<file path="src/rtl/io_write_bridge_pkg.sv">
`default_nettype none
// ============================================================================
// Module      : io_write_bridge_pkg
// Description : Shared constants and types for the I/O write bridge:
//               address-space select, I/O register offsets and the
//               queued I/O write entry format.
// Revision    : 1.0 - initial release
// ============================================================================
package io_write_bridge_pkg;

  // cpu_a[17:16] value that selects the I/O space
  localparam logic [1:0] IO_SEL      = 2'b11;
  // I/O register offsets
  localparam logic [2:0] IO_OFF_UART = 3'h0;
  localparam logic [2:0] IO_OFF_STOP = 3'h4;

  // One queued I/O write: offset bit (cpu_a[2]) plus the data byte
  typedef struct packed {
    logic       off;
    logic [7:0] data;
  } io_entry_t;

  localparam int IO_ENTRY_W = $bits(io_entry_t);

  // Expand the stored offset bit back into the 3-bit register offset
  function automatic logic [2:0] entry_offset(input logic off);
    return {off, 2'b00};
  endfunction

endpackage
`default_nettype wire

</file>
<file path="src/rtl/io_write_bridge_sync_fifo.sv">
`default_nettype none
// ============================================================================
// Module      : sync_fifo
// Description : Single-clock FIFO with power-of-two depth. A push while full
//               is only taken when a pop happens in the same cycle; otherwise
//               the data is dropped. Pop on empty is ignored.
// Revision    : 1.0 - initial release
// ============================================================================
module sync_fifo #(
  parameter int WIDTH = 9,
  parameter int DEPTH = 8,
  parameter int PTR_W = 3
) (
  input  logic             clk_in,
  input  logic             rst_in,
  input  logic             push_i,
  input  logic             pop_i,
  input  logic [WIDTH-1:0] din_i,
  output logic [WIDTH-1:0] dout_o,
  output logic             full_o,
  output logic             empty_o,
  output logic [PTR_W:0]   count_o
);

  localparam logic [PTR_W:0] FULL_COUNT = (PTR_W+1)'(DEPTH);

  logic [WIDTH-1:0] mem_q [DEPTH];
  logic [PTR_W-1:0] wr_ptr_q;
  logic [PTR_W-1:0] rd_ptr_q;
  logic [PTR_W:0]   count_q;
  logic [PTR_W:0]   count_d;
  logic             wr_en;
  logic             rd_en;

  assign empty_o = (count_q == '0);
  assign full_o  = (count_q == FULL_COUNT);
  assign count_o = count_q;
  assign dout_o  = mem_q[rd_ptr_q];

  // A pop frees the slot a simultaneous push needs, so full+pop still writes
  assign rd_en = pop_i & ~empty_o;
  assign wr_en = push_i & (~full_o | rd_en);

  // Occupancy update: unchanged when push and pop coincide
  always_comb begin
    count_d = count_q;
    if (wr_en && !rd_en) begin
      count_d = count_q + 1'b1;
    end else if (!wr_en && rd_en) begin
      count_d = count_q - 1'b1;
    end
  end

  // Storage array; contents need no reset because pointers define validity
  always_ff @(posedge clk_in) begin
    if (wr_en) begin
      mem_q[wr_ptr_q] <= din_i;
    end
  end

  // Pointer and count registers; pointers wrap naturally at DEPTH
  always_ff @(posedge clk_in) begin
    if (!rst_in) begin
      wr_ptr_q <= '0;
      rd_ptr_q <= '0;
      count_q  <= '0;
    end else begin
      if (wr_en) wr_ptr_q <= wr_ptr_q + 1'b1;
      if (rd_en) rd_ptr_q <= rd_ptr_q + 1'b1;
      count_q <= count_d;
    end
  end

endmodule
`default_nettype wire

</file>
<file path="src/rtl/io_write_bridge.sv">
`default_nettype none
// ============================================================================
// Module      : io_write_bridge
// Description : Splits the cpu external memory bus into a pass-through RAM
//               port and a queued I/O write port. I/O writes are buffered and
//               drained to the UART while it has room; a registered ready
//               throttles the cpu before the queue can overflow.
// Revision    : 1.0 - initial release
// ============================================================================
module io_write_bridge
  import io_write_bridge_pkg::*;
#(
  parameter int FIFO_DEPTH = 8,
  parameter int PTR_W      = 3
) (
  input  logic        clk_in,
  input  logic        rst_in,
  input  logic        rdy_in,
  input  logic [31:0] cpu_a,
  input  logic [7:0]  cpu_dout,
  input  logic        cpu_wr,
  output logic [7:0]  cpu_din,
  output logic        cpu_rdy,
  output logic [16:0] ram_a,
  output logic [7:0]  ram_dout,
  output logic        ram_wr,
  input  logic [7:0]  ram_din,
  output logic [2:0]  io_a,
  output logic [7:0]  io_dout,
  output logic        io_wr,
  input  logic [7:0]  io_din,
  input  logic        io_buffer_full,
  output logic        overflow
);

  // Keep one free slot so the cpu's one-cycle reaction lag cannot overflow
  localparam logic [PTR_W:0] RDY_LIMIT = (PTR_W+1)'(FIFO_DEPTH - 2);

  logic           is_io;
  logic           accepted;
  logic           is_null_uart;
  logic           push_req;
  logic           push_ok;
  logic           pop;
  logic           fifo_full;
  logic           fifo_empty;
  logic [PTR_W:0] count;
  logic [PTR_W:0] count_next;
  io_entry_t      push_entry;
  io_entry_t      head_entry;
  logic           unused_addr_hi;

  logic           sel_io_q;
  logic           cpu_rdy_q;
  logic           io_wr_q;
  logic [2:0]     io_a_q;
  logic [7:0]     io_dout_q;
  logic           overflow_q;

  assign unused_addr_hi = ^cpu_a[31:18];

  assign is_io    = (cpu_a[17:16] == IO_SEL);
  assign accepted = rdy_in & cpu_rdy_q;

  // RAM side is a straight pass-through, write gated by acceptance
  assign ram_a    = cpu_a[16:0];
  assign ram_dout = cpu_dout;
  assign ram_wr   = cpu_wr & ~is_io & accepted;

  // Read data follows whichever space was addressed one accepted cycle ago
  assign cpu_din  = sel_io_q ? io_din : ram_din;

  // Build the queue entry; null bytes to the UART carry nothing useful
  always_comb begin
    push_entry      = '0;
    push_entry.off  = cpu_a[2];
    push_entry.data = cpu_dout;
  end

  assign is_null_uart = (entry_offset(cpu_a[2]) == IO_OFF_UART) && (cpu_dout == 8'h00);
  assign push_req     = accepted & cpu_wr & is_io & ~is_null_uart;
  assign pop          = rdy_in & ~fifo_empty & ~io_buffer_full;
  assign push_ok      = push_req & (~fifo_full | pop);

  // Look-ahead occupancy used to compute the registered ready
  always_comb begin
    count_next = count;
    if (push_ok && !pop) begin
      count_next = count + 1'b1;
    end else if (!push_ok && pop) begin
      count_next = count - 1'b1;
    end
  end

  sync_fifo #(
    .WIDTH (IO_ENTRY_W),
    .DEPTH (FIFO_DEPTH),
    .PTR_W (PTR_W)
  ) u_fifo (
    .clk_in  (clk_in),
    .rst_in  (rst_in),
    .push_i  (push_req),
    .pop_i   (pop),
    .din_i   (push_entry),
    .dout_o  (head_entry),
    .full_o  (fifo_full),
    .empty_o (fifo_empty),
    .count_o (count)
  );

  // Registered control/outputs: read select, ready, drain strobe, overflow
  always_ff @(posedge clk_in) begin
    if (!rst_in) begin
      sel_io_q   <= 1'b0;
      cpu_rdy_q  <= 1'b0;
      io_wr_q    <= 1'b0;
      io_a_q     <= 3'h0;
      io_dout_q  <= 8'h00;
      overflow_q <= 1'b0;
    end else begin
      if (accepted) begin
        sel_io_q <= is_io;
      end
      cpu_rdy_q <= rdy_in & (count_next <= RDY_LIMIT);
      io_wr_q   <= pop;
      if (pop) begin
        io_a_q    <= entry_offset(head_entry.off);
        io_dout_q <= head_entry.data;
      end
      if (push_req && fifo_full && !pop) begin
        overflow_q <= 1'b1;
      end
    end
  end

  assign cpu_rdy  = cpu_rdy_q;
  assign io_wr    = io_wr_q;
  assign io_a     = io_a_q;
  assign io_dout  = io_dout_q;
  assign overflow = overflow_q;

endmodule
`default_nettype wire

</file>
<file path="config.mk">
export PLATFORM = sky130hd
export DESIGN_NAME = io_write_bridge
export DESIGN_NICKNAME = d
export VERILOG_FILES = /design/src/rtl/io_write_bridge_pkg.sv /design/src/rtl/io_write_bridge_sync_fifo.sv /design/src/rtl/io_write_bridge.sv
export SDC_FILE = /design/constraint.sdc
export NUM_CORES = 1
export LEC_CHECK = 0
export CORE_ASPECT_RATIO = 2
export CORE_UTILIZATION = 50
export DETAILED_ROUTE_END_ITERATION = 12
export PLACE_DENSITY = 0.82
export REMOVE_ABC_BUFFERS = 1
export SYNTH_ARGS = -nofsm -noshare
export SYNTH_HDL_FRONTEND = slang
export SYNTH_SLANG_ARGS = --single-unit
</file>
<file path="constraint.sdc">
create_clock -name clk_in -period 5 [get_ports clk_in]
set_clock_uncertainty 0.15 [all_clocks]
set_input_delay 1 -clock clk_in [delete_from_list [all_inputs] [get_ports clk_in]]
set_output_delay 1 -clock clk_in [all_outputs]
set_load 0.02 [all_outputs]
</file>
### Word level (Yosys, flattened, before mapping)

Memories as Yosys holds them, arrays and structs flattened. A register that Yosys moved wholly into a read port is not among the register bits.
Cells that the tools add are included.

| storage, ports and cells | value |
|---|---|
| flip-flop bits (word level) | 14 |
| bits in writable memories | 72 |
| word-level logic and storage cells | 57 |
| memories kept | 1 |

| cells by class | value |
|---|---|
| $add $sub $neg | 4 |
| order comparisons | 1 |
| eq/ne operators | 2 |
| muxes and demuxes | 7 |
| bitwise logic cells | 20 |
| reductions and logical operators | 15 |

Memory list:

| name | depth | width | rd ports | clocked after memory_dff | write ports | RTL line | source |
|---|---|---|---|---|---|---|---|
| u_fifo.mem_q | 8 | 9 | 1 | 1 | 1 | io_write_bridge_sync_fifo.sv:27 | `logic [WIDTH-1:0] mem_q [DEPTH];` |

Operators by type and width:

| kind | count |
|---|---|
| 4-bit two-way mux | 4 |
| 1-bit AND | 12 |
| 8-bit zero test | 1 |
| 8-bit two-way mux | 1 |
| 1-bit logical AND | 7 |
| 3-bit by 1-bit adder with 3-bit output (second input constant) | 2 |
| 1-bit NOT | 6 |
| 1-bit zero test | 5 |
| 4-bit by 1-bit adder with 4-bit output (second input constant) | 1 |
| 4-bit == test (second input constant) | 1 |
| 4-bit by 3-bit <= comparator with 1-bit output (second input constant) | 1 |
| 4-bit zero test | 1 |
| 4-bit by 1-bit subtractor with 4-bit output (second input constant) | 1 |
| 2-bit == test (second input constant) | 1 |
| 1-bit two-way mux | 2 |
| 1-bit OR | 2 |
| 2-bit nonzero test | 1 |

### Logic depth before layout (Yosys ltp)

Gate-level depths: netlist of the first run.

| depth | value |
|---|---|
| depth in word-level cells | 12 |
| mapped depth | 12 |

### Hierarchy

A second synthesis of the first run with hierarchy kept.

| unflattened totals | value |
|---|---|
| cells, all modules | 295 |
| area total of the unflattened synthesis | 4354.2 µm² |

By module, submodules not included:

| module | instances | cells an instance | area each (µm²) |
|---|---|---|---|
| sync_fifo | 1 | 177 | 3379.5 |
| io_write_bridge | 1 | 118 | 974.7 |

### Worst setup path after synthesis of the first run

Ideal clock, no wire load.

| timing path | value |
|---|---|
| path kind | in2reg |
| start point | in io_buffer_full |
| end point | mem u_fifo.mem_q[2][0], enable pin |
| library setup time | 0.403 ns |
| arrival | 2.713 ns |
| setup slack | 1.734 ns |
| stages on the path | 4 |
| path through | nand2b_1 -> a311oi_2 -> nand2_2 -> nor4b_1 |

| on the way | value |
|---|---|
| longest elaborated chain between the ends | 7 |

Ends and longest elaborated chain:

| what | RTL line | source |
|---|---|---|
| start, declared | io_write_bridge.sv:32 | `input logic io_buffer_full,` |
| 1-bit NOT | io_write_bridge.sv:82 | `assign pop = rdy_in & ~fifo_empty & ~io_buffer_full;` |
| 1-bit AND | io_write_bridge.sv:82 |  |
| 1-bit AND | io_write_bridge_sync_fifo.sv:41 | `assign rd_en = pop_i & ~empty_o;` |
| 1-bit OR | io_write_bridge_sync_fifo.sv:42 | `assign wr_en = push_i & (~full_o \| rd_en);` |
| 1-bit AND | io_write_bridge_sync_fifo.sv:42 |  |
| 1-bit two-way mux | io_write_bridge_sync_fifo.sv:56 | `if (wr_en) begin` |
| 1-bit two-way mux (implied by the code) | io_write_bridge_sync_fifo.sv:57 | `mem_q[wr_ptr_q] <= din_i;` |
| end, declared | io_write_bridge_sync_fifo.sv:27 |  |

Every way passes these cells.

### Worst setup path after layout of the first run

| timing path | value |
|---|---|
| start point | in rdy_in |
| end point | out ram_wr |

| on the way | value |
|---|---|
| longest elaborated chain between the ends | 2 |

Ends and longest elaborated chain:

| what | RTL line | source |
|---|---|---|
| start, declared | io_write_bridge.sv:18 | `input logic rdy_in,` |
| 1-bit AND | io_write_bridge.sv:63 | `assign accepted = rdy_in & cpu_rdy_q;` |
| 1-bit AND | io_write_bridge.sv:68 | `assign ram_wr = cpu_wr & ~is_io & accepted;` |
| end, declared | io_write_bridge.sv:26 | `output logic ram_wr,` |

Every way passes these cells.

==> results of run 1 <==
-- final cells by class --
type	count	area, um^2
fillers	591	2940
flip-flops and latches	95	2620
multi-input cells	138	1300
repair buffers	73	703
clock buffers	13	250
well taps	96	120
clock inverters	3	43.8
inverters	6	22.5
-- synthesized netlist by cell type (all sizes together), types with 2 or more instances --
library cell | count | area (um^2)
edfxtp | 72 | 2160
buf | 31 | 228
dfxtp | 23 | 460
nand2 | 23 | 88.8
mux4 | 18 | 405
clkbuf | 10 | 37.5
mux2i | 10 | 100
mux2 | 9 | 105
o211a | 9 | 90.1
and2 | 7 | 43.8
inv | 6 | 22.5
ha | 5 | 62.6
o21ai | 5 | 25.0
xnor2 | 5 | 43.8
a21boi | 4 | 30.0
a21oi | 4 | 20.0
nor3 | 4 | 20.0
nand3 | 3 | 15.0
nor2 | 3 | 11.3
a31oi | 2 | 12.5
nand4 | 2 | 12.5
nor2b | 2 | 12.5
nor3b | 2 | 15.0
nor4 | 2 | 12.5
nor4b | 2 | 17.5
xor2 | 2 | 17.5
-- sequential cells by signal, indices dropped and copies added, names as in the netlist --
name / flops
io_wr: 1
u_fifo.wr_ptr_q: 3
u_fifo.rd_ptr_q: 3
sel_io_q: 1
u_fifo.count_o: 4
io_dout: 8
u_fifo.mem_q: 72
overflow: 1
cpu_rdy: 1
io_a: 1
-- routing by layer --
metal	GRT usage [%]	share of wire, %	vias up
met2	34.2	53	114
met4	12.4	3.3	0
met3	6.94	8.0	20
met5	3.29	0	-
li1	-	-	1114
met1	20.5	36	1152
-- cell families (layout without fill, tap and decap cells) --
kind of cell | count (synthesis) | after routing
flip-flops | 95 | 95
adder cells (fa/ha/maj) | 5 | 5
AND/OR/NAND/NOR | 56 | 56
buffers and inverters | 47 | 95
other | 1 | 2
multiplexers | 37 | 37
AO/OA/AOI/OAI | 31 | 31
XOR/XNOR | 7 | 7
-- cell usage in the layout, fill, tap and decap left out, types with 7 or more instances in the layout --
cell / count
sky130_fd_sc_hd__edfxtp_1: 72
sky130_fd_sc_hd__clkdlybuf4s50_1: 62
sky130_fd_sc_hd__dfxtp_1: 23
sky130_fd_sc_hd__nand2_1: 22
sky130_fd_sc_hd__mux4_2: 18
sky130_fd_sc_hd__buf_4: 11
sky130_fd_sc_hd__mux2i_1: 10
sky130_fd_sc_hd__o211a_1: 9
sky130_fd_sc_hd__clkbuf_16: 9
sky130_fd_sc_hd__mux2_2: 8
sky130_fd_sc_hd__and2_1: 7
-- worst max path at each step --
stage	cells past startpoint	slack [ns]	endpoint
global route	10	1.26	u_fifo.count_o[3]
global placement	10	1.02	u_fifo.count_o[3]
detailed placement	10	1.01	u_fifo.count_o[3]
CTS	10	1.35	u_fifo.count_o[3]
finish	4	1.37	ram_wr
floorplan	8	1.40	u_fifo.count_o[3]
-- where the power goes --
part / leakage, nW / switching, mW / total, mW / internal, mW
Sequential: 0.833 / 0.0239 / 0.892 / 0.869
Combinational: 0.771 / 0.123 / 0.262 / 0.140
Clock: 0.144 / 0.271 / 0.672 / 0.402
Total: 1.75 / 0.417 / 1.83 / 1.41
-- through the flow --
stage	util, %	hold WS (ns)	setup WS [ns]	area (um^2)	std cells
after floorplan	-	0.374	1.40	3930	239
after global placement	59.6	0.329	1.02	4770	408
after detailed placement	59.6	0.336	1.01	4770	408
after CTS	63.3	0.350	1.35	5060	424
after global routing	63.3	0.364	1.26	5060	424
final	63.3	0.347	1.37	5060	424
==> summary.txt, run 1 <==
============================================================================================
Gate count after technology mapping                                                      279
Detailed Route WL                                                                    8170 um
Area growth syn-to-layout                                                              20.8%
Number of global-route vias before repair                                               2447
Maximum vdd drop                                                                      347 uV
Worst min-delay path class                                                      register to register
Cell repeated most along the worst path                                         sky130_fd_sc_hd__clkdlybuf4s50_1
Post-CTS repair timing setup buffer count                                                  0
DRT antenna net count                                                                      0
Starting density of the core                                                           52.4%
Setup repair after global routing missed its margin                                    false
Number of cells traversed by the worst hold path                                           1
Run status                                                                      finished clean
Number of synthesized flops with an enable pin                                            72
Critical path fanouts, max                                                                 6
Delay of the slowest cell on the worst path                                          0.61 ns
Power per cell area                                                              361 nW/um^2
Critical path buffers and inverters                                                        2
Residual DRC                                                                               0
Weighted congestion at the end of routability-driven global placement                  0.788
LEAKAGE                                                                              1.75 nW
Number of rows in the core area                                                           46
Delay-heaviest family, CP                                                       buffers and inverters
CTS Root Cell                                                                   sky130_fd_sc_hd__clkbuf_16
Critical Path Sink Type                                                         primary output
Dominant combinational cell family by area after synthesis                      multiplexers
Warnings from Yosys                                                                        0
First-pass GRT wire length                                                          12300 um
Iteration-0 DRC Markers                                                                  124
Number of I/O port buffers                                                                62
Die width                                                                            66.7 um
Clock latency on the worst-skew pair                                                 0.34 ns
Share of layout cells above drive strength 1                                           17.7%
Overall via count from detail_route                                                     2400
Count of endpoints failing setup in the final report                                       0
Multiplexer share of the synthesized area                                              14.6%
Total Nets Final                                                                         389
Setup slack on the worst flop-to-flop path                                           1.76 ns
Clock Path Buffers                                                                         2
Capture instance of the worst register-to-register path                         u_fifo.mem_q[4][8]
I/O pin cnt                                                                              109
DRT Pass-1 Iters                                                                           4
Total overflow reported by the global router                                               0
Cells along the critical path                                                   clkdlybuf4s50_1, nand3_1, a21oi_1, clkdlybuf4s50_1
# clock sinks                                                                             95
Number of buffers added to fix hold violations after cts                                   0
Unique masters post-synth                                                                 43
Synth Cell Area                                                                    4190 um^2
Final sum of negative setup slack                                                       0 ns
Resized cells post-CTS                                                                     0
Post-synthesis register bit count                                                         95
Number of max-cap violations                                                               0
Arrival @ worst endpoint                                                             2.48 ns
Launch point of the worst path                                                        rdy_in
GRT Resource Usage Total                                                               20.4%
Vias/cell                                                                               5.66
Sum of net half-perimeters after detailed placement                                  5510 um
Pins over their slew limit                                                                 0
Crit share post-route                                                                  72.6%
Antenna violations before repair                                                           0
Total power                                                                          1.83 mW
Basic-gate share of the synthesized area counting and, or, nand and nor cells          7.02%
Deepest level of the CTS H-tree                                                            3
FF-to-FF path depth                                                                        9
Total inserted antenna cells                                                               0
Number of buffers inserted during clock tree synthesis                                     9
Synth Area in XOR/XNOR                                                                 1.46%
Maximum number of pins on one net before global-route repair                              24
Max Freq                                                                             276 MHz
Min Clock Period, post-route                                                         3.63 ns
CTS tree                                                                               built
Share of flip-flops with an asynchronous set or reset                                     0%
DIE AREA                                                                           8770 um^2
Worst path slowest cell                                                         sky130_fd_sc_hd__clkdlybuf4s50_1
Type of origin of the critical path                                             primary input
Vertical die dimension                                                                131 um
Share of synthesized area occupied by flip-flops and latches                           62.6%
Post-Syn Area per Cell                                                             15.0 um^2
Normalized max-slew margin                                                             38.0%
Register clock-pin slew on the reported worst setup and hold paths                   0.06 ns
Most used flip-flop cell after synthesis                                        sky130_fd_sc_hd__edfxtp_1
Core outline area                                                                  8000 um^2
Worst-Margin Slew                                                                   0.929 ns
Final hold viol count                                                                      0
Area share of fa/ha/maj cells after synthesis                                          1.49%
Endpoint of the worst hold-timing path                                               io_a[2]
Start point of the worst hold path                                                   io_a[2]
Share of the synthesized area in compound gates (AO/OA/AOI/OAI)                        5.88%
CP required                                                                          3.85 ns
Kind of critical path                                                           primary input to primary output
Average wire per standard cell                                                       19.3 um
Reg2reg start                                                                   u_fifo.count_o[0]
============================================================================================
Power figures use the tool's default switching activity.
==> run 2: changes to the inputs <==
- CORE_UTILIZATION: 50 -> 44
- PLACE_DENSITY: 0.82 -> 0.76
- clock period: 5 -> 3.1 ns (I/O delays scaled with it)
==> run 2 against run 1 <==
Net effect:
- the flow now finishes with violations (DRC)
- largest power group unchanged
- hold slack improved by 0.0026 ns
- sequential power rose by 61%
- critical path depth grew 6
- largest cell class unchanged
==> summary.txt, run 2 (synthesized netlist as in run 1, its figures left out) <==
====================================================================================
Type of origin of the critical path                                         register
Number of rows in the core area                                                   50
Core outline area                                                          9320 um^2
Final sum of negative setup slack                                               0 ns
Clock Path Buffers                                                                 2
Vertical die dimension                                                        140 um
Hold Slack                                                                  0.349 ns
Share of total power in combinational logic                                    14.5%
Worst-Margin Slew                                                           0.807 ns
Detailed Route WL                                                            8600 um
Arrival @ worst endpoint                                                     2.74 ns
Run status                                                              complete, but fails checks
Number of global-route vias before repair                                       2598
Resized cells post-CTS                                                             0
Count of endpoints failing setup in the final report                               0
Area of all placed cells without fillers                                   5230 um^2
Pins over their slew limit                                                         0
Die width                                                                    71.0 um
Power per cell area                                                      584 nW/um^2
Cell count after placement                                                       434
Post-CTS repair timing setup buffer count                                          0
Area growth syn-to-layout                                                      24.9%
Worst-case setup slack after placement                                     0.0692 ns
Area of all sequential standard cells                                      2620 um^2
I/O pin cnt                                                                      109
Crit share post-route                                                          92.0%
# clock sinks                                                                     95
Overall via count from detail_route                                             2523
Sum of net half-perimeters after detailed placement                          6120 um
CTS Root Cell                                                           sky130_fd_sc_hd__clkbuf_16
Maximum number of pins on one net before global-route repair                      24
Number of flip-flops in the largest register                                      72
Starting density of the core                                                   44.9%
Iteration-0 DRC Markers                                                          178
Area taken by multi-input logic gates                                      1290 um^2
Relative contribution of sequential cells to total power                       47.1%
Uppermost layer routed                                                          met4
Placement-stage cell area                                                  4910 um^2
CTS tree                                                                       built
Weighted congestion at the end of routability-driven global placement          0.786
DRT antenna net count                                                              0
Switching power summed over all nets                                          702 uW
Maximum vdd drop                                                              590 uV
Residual DRC                                                                       9
Min Clock Period, post-route                                                 2.85 ns
Total inserted antenna cells                                                       0
Fill cell instance count of the final layout                                     759
Number of max-cap violations                                                       0
Switching part of the total                                                    23.0%
Register clock-pin slew on the reported worst setup and hold paths           0.07 ns
Wire length on met1                                                          3100 um
Leading cell types in the layout, fill and taps excluded                sky130_fd_sc_hd__edfxtp_1, sky130_fd_sc_hd__clkdlybuf4s50_1, sky130_fd_sc_hd__buf_4
Normalized max-slew margin                                                     46.0%
Total Nets Final                                                                 407
Total overflow reported by the global router                                       0
Number of I/O port buffers                                                        62
Share of power burned in the clock network                                     38.4%
Routed length on met2                                                        4540 um
DRT Pass-1 Iters                                                                   9
Number of buffers inserted during clock tree synthesis                             9
CP required                                                                  2.99 ns
Worst min-delay path class                                              register to register
Amount of wire on met3 after detailed routing                                 690 um
Internal power of the cells                                                  2.35 mW
Clock latency on the worst-skew pair                                         0.34 ns
Max Freq                                                                     351 MHz
Setup repair after global routing missed its margin                            false
Post-layout utilization of the core                                            56.1%
Setup slack after layout                                                    0.248 ns
Kind of critical path                                                   register to register
First-pass GRT wire length                                                  13400 um
Average wire per standard cell                                               19.1 um
Failing checks                                                                   DRC
Vias/cell                                                                       5.61
Critical Path Sink Type                                                     register
Register name with the most flops                                       u_fifo.mem_q
Critical path fanouts, max                                                        12
Commonest non-fill, non-tap cell in the layout                          sky130_fd_sc_hd__edfxtp_1
GRT Resource Usage Total                                                       18.7%
Number of buffers added to fix hold violations after cts                           0
Total power                                                                  3.05 mW
Final Non-Filler Cells                                                           450
Final hold viol count                                                              0
DIE AREA                                                                   9940 um^2
Antenna violations before repair                                                   0
Deepest level of the CTS H-tree                                                    3
LEAKAGE                                                                      1.85 nW
Share of layout cells above drive strength 1                                   22.3%
====================================================================================
-- run 2: critical path, cell delays in order, from the launching register on --
cell                       delay [ns]
sky130_fd_sc_hd__dfxtp_1         0.55
sky130_fd_sc_hd__inv_1           0.08
sky130_fd_sc_hd__ha_1            0.26
sky130_fd_sc_hd__and2b_4         0.19
sky130_fd_sc_hd__a311oi_2        0.35
sky130_fd_sc_hd__nand2_2         0.10
sky130_fd_sc_hd__inv_1           0.08
sky130_fd_sc_hd__buf_4           0.11
sky130_fd_sc_hd__nand2_1         0.10
sky130_fd_sc_hd__nor3b_1         0.31
sky130_fd_sc_hd__buf_4           0.26
-- run 2: layout make-up --
type | count | area share [%]
Clock buffer | 10 | 4.38
Inverter | 6 | 0.431
Timing Repair Buffer | 91 | 16.0
Clock inverter | 6 | 1.79
Tap cell | 104 | 2.49
Multi-Input combinational cell | 138 | 24.8
Sequential cell | 95 | 50.1
-- run 2: metal layers --
metal	vias to the layer above	GRT usage (%)
met1	1233	19.9
met4	0	10.6
met5	-	2.12
met2	118	31.6
met3	18	6.33
li1	1154	-
-- run 2: power groups by stage --
stage	Sequential (mW)	Combinational (mW)	Clock, mW
2_1_floorplan	1.50	0.202	0
3_3_place_gp	1.46	0.437	0
3_5_place_dp	1.47	0.445	0
4_1_cts	1.44	0.447	1.19
5_1_grt	1.44	0.479	1.24
6_report	1.44	0.441	1.17
-- run 2: final timing paths --
check	from	end	slack, ns	cells after the start
max	u_fifo.count_o[0]	u_fifo.mem_q[5][2]	0.25	10
min	io_dout[5]	io_dout[5]	0.35	1
max reg2reg	u_fifo.count_o[0]	u_fifo.mem_q[5][2]	0.25	10
min reg2reg	io_dout[5]	io_dout[5]	0.35	1
